File: src/rtl/buyruk_onbellek.sv
// Direct-mapped, one-word-per-line instruction cache in front of a variable-latency
// instruction memory; hits are combinational, misses stall the core until the fill lands.
module buyruk_onbellek #(
  parameter int unsigned SATIR_SAYISI = 16,
  parameter logic [31:0] NOP          = 32'h0000_0013
) (
  input  logic        saat,
  input  logic        reset,
  input  logic [31:0] ps,
  input  logic        temizle,
  output logic [31:0] buyruk,
  output logic        buyruk_gecerli,
  output logic        hizasiz,
  output logic        bellek_istek,
  output logic [31:0] bellek_adres,
  input  logic        bellek_hazir,
  input  logic [31:0] bellek_veri,
  output logic [31:0] isabet_sayisi,
  output logic [31:0] iskalama_sayisi
);

  localparam int unsigned I        = $clog2(SATIR_SAYISI);
  localparam int unsigned ETIKET_W = 30 - I;

  typedef enum logic {
    BOS,
    ISTEK
  } durum_t;

  durum_t                r_durum;
  durum_t                w_sonraki;
  logic [SATIR_SAYISI-1:0] r_gecerli;
  logic [ETIKET_W-1:0]   r_etiket [SATIR_SAYISI];
  logic [31:0]           r_veri   [SATIR_SAYISI];
  logic                  r_iptal;
  logic                  r_istek;
  logic [31:0]           r_adres;
  logic [31:0]           r_isabet;
  logic [31:0]           r_iskalama;

  logic [I-1:0]          w_indeks;
  logic [ETIKET_W-1:0]   w_etiket;
  logic [I-1:0]          w_dolum_indeks;
  logic [ETIKET_W-1:0]   w_dolum_etiket;
  logic                  w_hizasiz;
  logic                  w_isabet;
  logic                  w_iskalama;
  logic                  w_dolum_bitti;

  // Lookup uses the live PC; the fill side uses the address latched at the miss.
  assign w_indeks       = ps[I+1:2];
  assign w_etiket       = ps[31:I+2];
  assign w_dolum_indeks = r_adres[I+1:2];
  assign w_dolum_etiket = r_adres[31:I+2];
  assign w_hizasiz      = |ps[1:0];

  assign w_isabet      = (r_durum == BOS) && !w_hizasiz && r_gecerli[w_indeks]
                         && (r_etiket[w_indeks] == w_etiket);
  assign w_iskalama    = (r_durum == BOS) && !w_hizasiz && !w_isabet;
  assign w_dolum_bitti = (r_durum == ISTEK) && bellek_hazir;

  assign hizasiz         = w_hizasiz;
  assign buyruk_gecerli  = w_isabet;
  assign buyruk          = w_isabet ? r_veri[w_indeks] : NOP;
  assign bellek_istek    = r_istek;
  assign bellek_adres    = r_adres;
  assign isabet_sayisi   = r_isabet;
  assign iskalama_sayisi = r_iskalama;

  // NOTE: sequential state is assigned with <= so every flop samples pre-edge values.
  always_ff @(posedge saat or posedge reset) begin
    if (reset) begin
      r_durum <= BOS;
    end else begin
      r_durum <= w_sonraki;
    end
  end

  always_comb begin
    // NOTE: default first, so no path through the case leaves w_sonraki unassigned (no latch).
    w_sonraki = r_durum;
    case (r_durum)
      BOS:     if (w_iskalama)    w_sonraki = ISTEK;
      ISTEK:   if (bellek_hazir)  w_sonraki = BOS;
      default:                    w_sonraki = BOS;
    endcase
  end

  // Fill request: raised on the miss edge, held with its address until the ready edge.
  always_ff @(posedge saat or posedge reset) begin
    if (reset) begin
      r_istek <= 1'b0;
      r_adres <= '0;
    end else if (w_iskalama) begin
      r_istek <= 1'b1;
      r_adres <= {ps[31:2], 2'b00};
    end else if (w_dolum_bitti) begin
      r_istek <= 1'b0;
    end
  end

  // A flush during an outstanding fill must keep that fill from reviving its line.
  always_ff @(posedge saat or posedge reset) begin
    if (reset) begin
      r_iptal <= 1'b0;
    end else if (w_dolum_bitti) begin
      r_iptal <= 1'b0;
    end else if (temizle && (r_durum == ISTEK)) begin
      r_iptal <= 1'b1;
    end
  end

  always_ff @(posedge saat or posedge reset) begin
    if (reset) begin
      r_gecerli <= '0;
    end else if (temizle) begin
      r_gecerli <= '0;
    end else if (w_dolum_bitti && !r_iptal) begin
      r_gecerli[w_dolum_indeks] <= 1'b1;
    end
  end

  // NOTE: tag/data arrays carry no reset; the valid bits alone decide whether they are read.
  always_ff @(posedge saat) begin
    if (w_dolum_bitti) begin
      r_etiket[w_dolum_indeks] <= w_dolum_etiket;
      r_veri[w_dolum_indeks]   <= bellek_veri;
    end
  end

  always_ff @(posedge saat or posedge reset) begin
    if (reset) begin
      r_isabet   <= '0;
      r_iskalama <= '0;
    end else begin
      if (w_isabet)   r_isabet   <= r_isabet + 32'd1;
      if (w_iskalama) r_iskalama <= r_iskalama + 32'd1;
    end
  end

endmodule

File: config.mk
export PLATFORM = sky130hd
export DESIGN_NAME = buyruk_onbellek
export DESIGN_NICKNAME = d
export VERILOG_FILES = /design/src/rtl/buyruk_onbellek.sv
export SDC_FILE = /design/constraint.sdc
export NUM_CORES = 1
export LEC_CHECK = 0
export CAP_MARGIN = 20
export CORE_UTILIZATION = 60
export CTS_CLUSTER_SIZE = 30
export DETAILED_ROUTE_END_ITERATION = 8
export PLACE_DENSITY = 0.78
export SLEW_MARGIN = 15
export SYNTH_ARGS = -nofsm -noshare
export SYNTH_HDL_FRONTEND = slang
export SYNTH_SLANG_ARGS = --single-unit
File: constraint.sdc
create_clock -name saat -period 6.95 [get_ports saat]
set_input_delay 1.0425 -clock saat [delete_from_list [all_inputs] [get_ports saat]]
set_output_delay 1.0425 -clock saat [all_outputs]
set_load 0.05 [all_outputs]
== After elaboration in Yosys (flattened, before gate mapping) ==
Memories as Yosys holds them, arrays and structs flattened.
Cells that the tools add are included.
Storage, ports and cells
  bits in registers: 113
  memory bits (writable): 928
  input bits: 68
  logic and storage cells: 48
  memories kept: 2
Memory list
  r_veri: depth 16, bits a word 32, rd ports 1, clocked after Yosys merged registers in 0, write ports 1, line 34  | logic [31:0] r_veri [SATIR_SAYISI];
  r_etiket: depth 16, bits a word 26, rd ports 1, clocked after Yosys merged registers in 0, write ports 1, line 33  | logic [ETIKET_W-1:0] r_etiket [SATIR_SAYISI];
Cells by class
  add/sub/neg operators: 2
  magnitude comparators: 3
  equality and inequality tests: 1
  mux-type cells: 16
  bitwise operators: 2
  reduce and logical (&&, ||, !) cells: 15
Operator list (number)
  adder 32 x 1 -> 32 bit (second input constant): 2
  two-way mux 16 bit: 2
  two-way mux 32 bit: 1
  equality test 26 bit: 1
  OR 16 bit: 1
  < comparator 4 x 5 -> 1 bit (second input constant): 2
  two-way mux 1 bit: 10
  logical AND 1 bit: 8
  nonzero test 2 bit: 3
  binary-select mux 1 bit (select 4 bit): 1
  demux 1 bit (select 4 bit): 1
  >= comparator 4 x 1 -> 1 bit (second input constant): 1
  zero test 1 bit: 3
  case mux 1 bit (2 select lines): 1
  OR reduction 2 bit: 1
  NOT 1 bit: 1

== Longest topological paths before layout ==
Gate-level depths: netlist (run 1).
  word-level depth: 9
  gate-level depth with buffers: 15

== Least setup slack after synthesis (run 1) ==
Ideal clock, no wire load.
  kind: input-to-reg
  start: in bellek_hazir
  end: mem r_etiket[3][0] (netlist name) (enable)
  library setup time: 0.545 ns
  arrival: 5.335 ns
  slack: 1.070 ns
  stages on the path: 3
  cell sequence: and2_1 nand3_1 nor3_1
Between the ends
  cells in the longest elaborated chain, start to end: 3
RTL lines
  start: declaration: line 16  | input logic bellek_hazir,
  logical AND 1 bit: line 60  | assign w_dolum_bitti = (r_durum == ISTEK) && bellek_hazir;
  two-way mux 1 bit: line 125  | if (w_dolum_bitti) begin
  two-way mux 1 bit (implied by the code): line 126  | r_etiket[w_dolum_indeks] <= w_dolum_etiket;
  end: declaration: line 33
Every way passes these cells.

== Final worst setup path (run 1) ==
  start: in ps[5]
  end: out buyruk[1]
Between the ends
  cells in the longest elaborated chain, start to end: 5
  elaborated cells between the ends (all ways): 8
  classes of those cells: 1 x eq/ne; 3 x mux; 2 x reduce/logical; 2 x memory
RTL lines
  start: declaration: line 9  | input logic [31:0] ps,
  branches (longest 4 deep; another with memory (16 x 26 bit))
  two-way mux 32 bit (*): line 64  | assign buyruk = w_isabet ? r_veri[w_indeks] : NOP;
  end: declaration: line 11  | output logic [31:0] buyruk,
Mark *: on every way between the ends. The select of a mux whose other input is x is not followed.

==> out/qor.yml, run 1 <==
status: "complete, no violations"
synth_common_cells: "edfxtp_1, mux4_2, dfrtp_1"
grt_pass1_wl_mm: 142
max_freq_mhz: 157
min_period_ns: 6.35
final_layout_size_suffix_gt1_share_pct: 23.8
rows: 95
crit_fanout: 84
cpMostUsedCell: "buf_4"
cp_cell_sequence: "buf_6 > buf_4 > mux2i_1 > mux2i_1 > xor2_1 > or4_1 > nor3_1 > nand4_1 > buf_4 > or2_2 > buf_4"
ys_ff_latch: 1041
wirelength_mm: 95.8
grt_pass1_vias: 21600
synth_ff_type: "edfxtp_1"
hp-class: "register to register"
die_area_um2: 69100
ant_nets: 0
power_density_nw_per_um2: 291
place_inst: 2966
syn_area_um2: 40900
track_usage_pct: 28.3
syn_avg_cell_area_um2: 20.9
vias: 20900
postSynth.asyncResetShare_pct: 10.9
drc: 0
synth.most_common_cell: "edfxtp_1"
cts_tree: "done"
core_area_um2: 67300
max-slew-margin-rel_pct: 27.1
setup_viol: 0
synthToLayoutAreaGrowth_pct: 15.7
path_clk_slew_ns: 0.06
finalHoldViolCount: 0
worstSetupPathType: "primary input to output port"
rsz0062_at_grt: "no"
tns_ns: 0
post-route-period-util_pct: 91.4
dieWidth_um: 263
clockBufferDepth: 3
wl_per_cell_um: 30.4
final_max_slew_viol_count: 0
maxCapViolCount: 0
postCtsResizedCells: 0
grt_antenna_before_repair: 5
firstDrtPassIters: 7
gp_congestion: 0.878
worstMarginPinSlew_ns: 1.09
cp-start-kind: "primary input"
yosys-top-cells-area: "edfxtp_1, mux4_2, dfrtp_1"
fin_cells: 3156
vdd_drop_max_mv: 0.234
viasPerCell: 6.63
skew_ns: 0.0266
clock_sinks: 1041
synth_top_area_share_pct: 68.2
cp.required_ns: 5.91
grt_remaining_overflow: 0
drt_iter0_drc: 2515
slowest_stage: "buf_6"
post-cts-setup-buffers: 0
htreeDepth: 3
cp.arrival_ns: 5.31
grt_max_degree: 85
root_buffer: "clkbuf_16"
synth_top_area_cell: "edfxtp_1"
cts_buffers: 100
p_leak_uw: 0.0157
synth_cells: 1952
critical_path.endpoint_type: "output port"
slowest_delay_ns: 0.74
initial_core_util_pct: 60.7
yosys_warnings: 0
nNetsFinal: 2266
synth_edf_count: 928
insertion_delay_ns: 0.66
ctsHoldBuffers: 0
dp_hpwl_mm: 48.6
ios: 199
fp.dieH_um: 263
ys_seq_area_share_pct: 75.1
synth_cell_types: 54
port_buffers: 196
[critical path: cells and delay by family]
kind                      cells  cell delay (ns)
xor gates and xnor gates      1             0.22
buffers and inverters         4             1.89
muxes                         2             0.43
and+or+nand+nor               4             1.58
[final cells by class]
class,instances,area [um^2]
flip-flops and latches,1041,30700
fillers,3979,20000
multi-input cells,800,9750
clock buffers,129,2680
repair buffers,243,2480
well taps,873,1090
clock inverters,58,542
inverters,10,40.0
diodes,2,5.00
[worst paths after layout]
path	start	end	slack, ns	depth (start not counted)
hold reg to reg	iskalama_sayisi[31]	iskalama_sayisi[31]	0.47	1
hold / removal	iskalama_sayisi[31]	iskalama_sayisi[31]	0.47	1
min in group asynchronous	reset	r_gecerli[1]	0.83	2
max in group asynchronous	reset	isabet_sayisi[27]	5.04	4
setup / recovery	ps[5]	buyruk[1]	0.60	11
setup reg to reg	r_etiket[11][18]	bellek_adres[3]	2.45	10
[stage by stage]
| step | hold WS, ns | power [uW] | worst slack, ns | area, um^2 | utilization (%) |
|---|---|---|---|---|---|
| 6_report | 0.466 | 13800 | 0.599 | 47300 | 70.3 |
| 5_1_grt | 0.497 | 14100 | 0.487 | 47300 | 70.3 |
| 3_5_place_dp | 0.462 | 8510 | 0.740 | 44000 | 65.4 |
| 3_3_place_gp | 0.457 | 8470 | 0.776 | 44000 | 65.4 |
| 4_1_cts | 0.470 | 13800 | 0.667 | 47200 | 70.2 |
| 2_1_floorplan | 0.457 | 8040 | 1.07 | 40900 | - |
[kinds of logic (layout without fill, tap and decap cells)]
| kind of cell | after synthesis | after routing | synth area share, % |
|---|---|---|---|
| AOI/OAI and AO/OA | 61 | 61 | 0.989 |
| xor gates and xnor gates | 93 | 93 | 1.99 |
| adders and majority gates | 2 | 2 | 0.0612 |
| buffers and inverters | 112 | 440 | 1.29 |
| DFF | 1041 | 1041 | 75.1 |
| muxes | 347 | 347 | 16.6 |
| other | 1 | 4 | 0.00918 |
| and+or+nand+nor | 295 | 295 | 3.92 |
[registers in the layout, summed over array words and instances (netlist names)]
register,flops
r_veri,512
r_etiket,416
isabet_sayisi,32
iskalama_sayisi,32
bellek_adres,30
r_gecerli,16
bellek_istek,1
r_durum,1
r_iptal,1
[layout by cell type, fill, tap and decap left out, types with 17 or more instances in the layout]
master / synthesis / routed
xnor2_1: 39 / 39
nor4_1: 17 / 17
clkinv_1: 0 / 26
and3_1: 19 / 19
buf_4: 10 / 61
mux2i_1: 50 / 50
clkbuf_1: 40 / 26
xor2_1: 54 / 54
clkbuf_16: 0 / 103
clkdlybuf4s50_1: 0 / 160
buf_12: 0 / 17
mux4_2: 261 / 261
nor2b_1: 37 / 37
edfxtp_1: 928 / 928
mux2_2: 36 / 36
nand3_1: 32 / 32
nand4_1: 25 / 25
nand2_1: 47 / 46
dfrtp_1: 113 / 113
nor3_1: 21 / 17
nor2_1: 52 / 40
[where the power goes]
group	leakage (uW)	switching, uW	internal (uW)
logic	0.00432	657	408
clock network	0.00156	2320	3060
registers	0.00985	223	7110
[layer usage]
layer  routed length [um]  part of all wire [%]  vias to the layer above  track usage [%]
met5                   51                 0.053                        -                0
met3                 8710                   9.1                      198             6.21
li1                     -                     -                     8493                -
met1                36100                    38                    11000             38.6
met2                47800                    50                     1193             45.8
met4                 3180                   3.3                        8             9.96
No activity file was read; power rests on OpenSTA's default activity.
==> run 2, diff against run 1 <==
--- a/config.mk
+++ b/config.mk
@@ -9,7 +9,9 @@
 export CORE_UTILIZATION = 60
 export CTS_CLUSTER_SIZE = 30
 export DETAILED_ROUTE_END_ITERATION = 8
+export HOLD_SLACK_MARGIN = 0.02
 export PLACE_DENSITY = 0.78
+export REMOVE_ABC_BUFFERS = 1
 export SLEW_MARGIN = 15
 export SYNTH_ARGS = -nofsm -noshare
 export SYNTH_HDL_FRONTEND = slang
==> run 2 against run 1 <==
Clock skew grew 0.019 ns. Sequential power is essentially flat. Global-route usage grew 0.50 points. Hold slack gained 0.0046 ns. Clock power grew 8.4%. Critical path depth grew 1. Via count grew 1.3%.
==> out/qor.yml, run 2 (same netlist as run 1, synthesis figures left out) <==
status: "complete, no violations"
combPwrFrac_pct: 7.5  # -0.2 points
rsz0062_at_grt: "no"
port_buffers: 196  # unchanged
initial_core_util_pct: 60.7  # unchanged
timing.reg2reg.setup_slack_ns: 2.86  # +0.41 ns
whs_ns: 0.471  # +0.00459 ns
cts_buffers: 101  # +1.0%
min_to: "iskalama_sayisi[31]"
skew_ns: 0.0461  # +0.0195 ns
cp_cell_sequence: "clkbuf_8 > buf_4 > mux4_2 > mux2i_1 > xnor2_1 > nor3_1 > a31oi_1 > o21ba_2 > nand4_1 > buf_4 > nor2b_1 > buf_12"
totalPowerFinal_uw: 14200  # +3.3%
track_usage_pct: 28.8  # +0.50 points
ios: 199  # unchanged
tns_ns: 0  # unchanged
final_cell_mix: "edfxtp_1, mux4_2, clkdlybuf4s50_1"
hp-start: "iskalama_sayisi[31]"
insertion_delay_ns: 0.67  # about the same
clockBufferDepth: 3  # unchanged
finalHoldViolCount: 0  # unchanged
vias: 21200  # +1.3%
min_period_ns: 6.00  # -0.346 ns
crit_fanout: 82  # -2.4%
grt_pass1_wl_mm: 144  # +1.6%
viasPerCell: 6.70  # +1.1%
top_register: "r_veri"
cp.required_ns: 5.91  # about the same
fin_cells: 3164  # +0.25%
ant_nets: 0  # unchanged
timing.rr.start: "r_etiket[3][20]"
worstMarginPinSlew_ns: 0.988  # -0.105 ns
final_core_util_pct: 71.2  # +0.88 points
drt_iter0_drc: 2883  # +15%
largest_register_ffs: 512  # unchanged
cp.arrival_ns: 4.96  # -0.35 ns
clock_sinks: 1041  # unchanged
postCtsResizedCells: 0  # unchanged
fp.dieH_um: 263  # unchanged
slowest_delay_ns: 0.60  # -0.14 ns
wl_per_cell_um: 30.9  # +1.8%
critical_path.endpoint_type: "output port"
post-route-period-util_pct: 86.4  # -5.0 points
power_density_nw_per_um2: 297  # +2.1%
switching_share_pct: 22.9  # -0.33 points
grt_remaining_overflow: 0  # unchanged
slowest_stage: "clkbuf_8"
max-slew-margin-rel_pct: 34.1  # +7.0 points
grt_max_degree: 97  # +14%
final_layout_size_suffix_gt1_share_pct: 25.2  # +1.5 points
htreeDepth: 3  # unchanged
p_int_uw: 11000  # +3.8%
place_inst: 2971  # +0.17%
r2r_end: "bellek_adres[11]"
post-cts-setup-buffers: 0  # unchanged
worstHoldPathCells: 1  # unchanged
synthToLayoutAreaGrowth_pct: 17.2
grt_pass1_vias: 21900  # +1.3%
hp-class: "register to register"
power.switching_uw: 3260  # +1.9%
core_area_um2: 67300  # unchanged
final_max_slew_viol_count: 0  # unchanged
vdd_drop_max_mv: 0.227  # -3.0%
p_leak_uw: 0.0160  # +1.7%
setup_viol: 0  # unchanged
cp-start-kind: "primary input"
gp_congestion: 0.843  # -4.0%
clock_power_share_pct: 40.9  # +1.9 points
dieWidth_um: 263  # unchanged
firstDrtPassIters: 5  # -2
cpMostUsedCell: "buf_4"
grt_antenna_before_repair: 5  # unchanged
nNetsFinal: 2273  # +0.31%
layout_commonest_cell: "edfxtp_1"
worstSetupPathType: "primary input to output port"
root_buffer: "clkbuf_16"
max_freq_mhz: 167  # +5.8%
die_area_um2: 69100  # unchanged
cts_tree: "done"
dp_hpwl_mm: 50.3  # +3.5%
wirelength_mm: 97.8  # +2.1%
largest_registers: "r_veri: 512 flops, r_etiket: 416 flops"
rows: 95  # unchanged
reg2reg_depth: 10  # unchanged
drc: 0  # unchanged
seq_power_share_pct: 51.5  # -1.7 points
path_clk_slew_ns: 0.06  # about the same
ctsHoldBuffers: 0  # unchanged
maxCapViolCount: 0  # unchanged
run 2: changes by cell type in the layout (fill, tap and decap cells not counted), sizes merged:
cell,delta
diode,+1
clkdlybuf4s50,-1
inv,+3
buf,+7
clkinv,-5
clkinvlp,+1
clkbuf,-7
bufinv,+9
run 2: final cells by class:
class / count / area [um^2]
Multi-Input combinational cell: 800 / 9750
Antenna cell: 3 / 7.51
Sequential cell: 1041 / 30700
Clock buffer: 122 / 2710
Inverter: 10 / 40.0
Fill cell: 3790 / 19400
Timing Repair Buffer: 249 / 2730
Tap cell: 873 / 1090
Clock inverter: 66 / 847
run 2: how the worst max path moves through the flow:
stage | startpoint | endpoint | slack [ns]
final | ps[4] | buyruk[29] | 0.95
after global routing | ps[4] | buyruk[16] | 0.79
after CTS | ps[4] | buyruk[6] | 0.93
after detailed placement | ps[4] | buyruk[17] | 0.96
after global placement | ps[4] | buyruk[13] | 1.03
after floorplan | ps[2] | buyruk[10] | 1.03
run 2: power by group through the flow:
stage	registers (uW)	logic, uW	clock network, uW
6_report	7330	1070	5820
5_1_grt	7350	1120	6100
4_1_cts	7320	1070	5880
3_5_place_dp	7450	1050	0
3_3_place_gp	7420	1040	0
2_1_floorplan	7580	387	0
run 2: critical path, delay by kind of cell:
| family | cells | cell delay [ns] |
|---|---|---|
| buf+inv | 4 | 1.76 |
| mux | 2 | 0.74 |
| compound gates | 2 | 0.74 |
| simple gates | 3 | 0.38 |
| xor+xnor | 1 | 0.16 |
run 2: stage by stage:
stage	instance area, um^2	setup slack [ns]
6_report	47900	0.945
2_1_floorplan	40400	1.03
4_1_cts	47800	0.926
3_5_place_dp	44300	0.963
5_1_grt	47900	0.794
3_3_place_gp	44300	1.03
run 2: routing by layer:
layer	up-vias	GRT usage [%]	wire [um]
li1	8502	-	-
met1	11100	39.2	36700
met3	189	6.98	9700
met4	8	9.86	2780
met2	1361	46.3	48600
met5	-	0	45
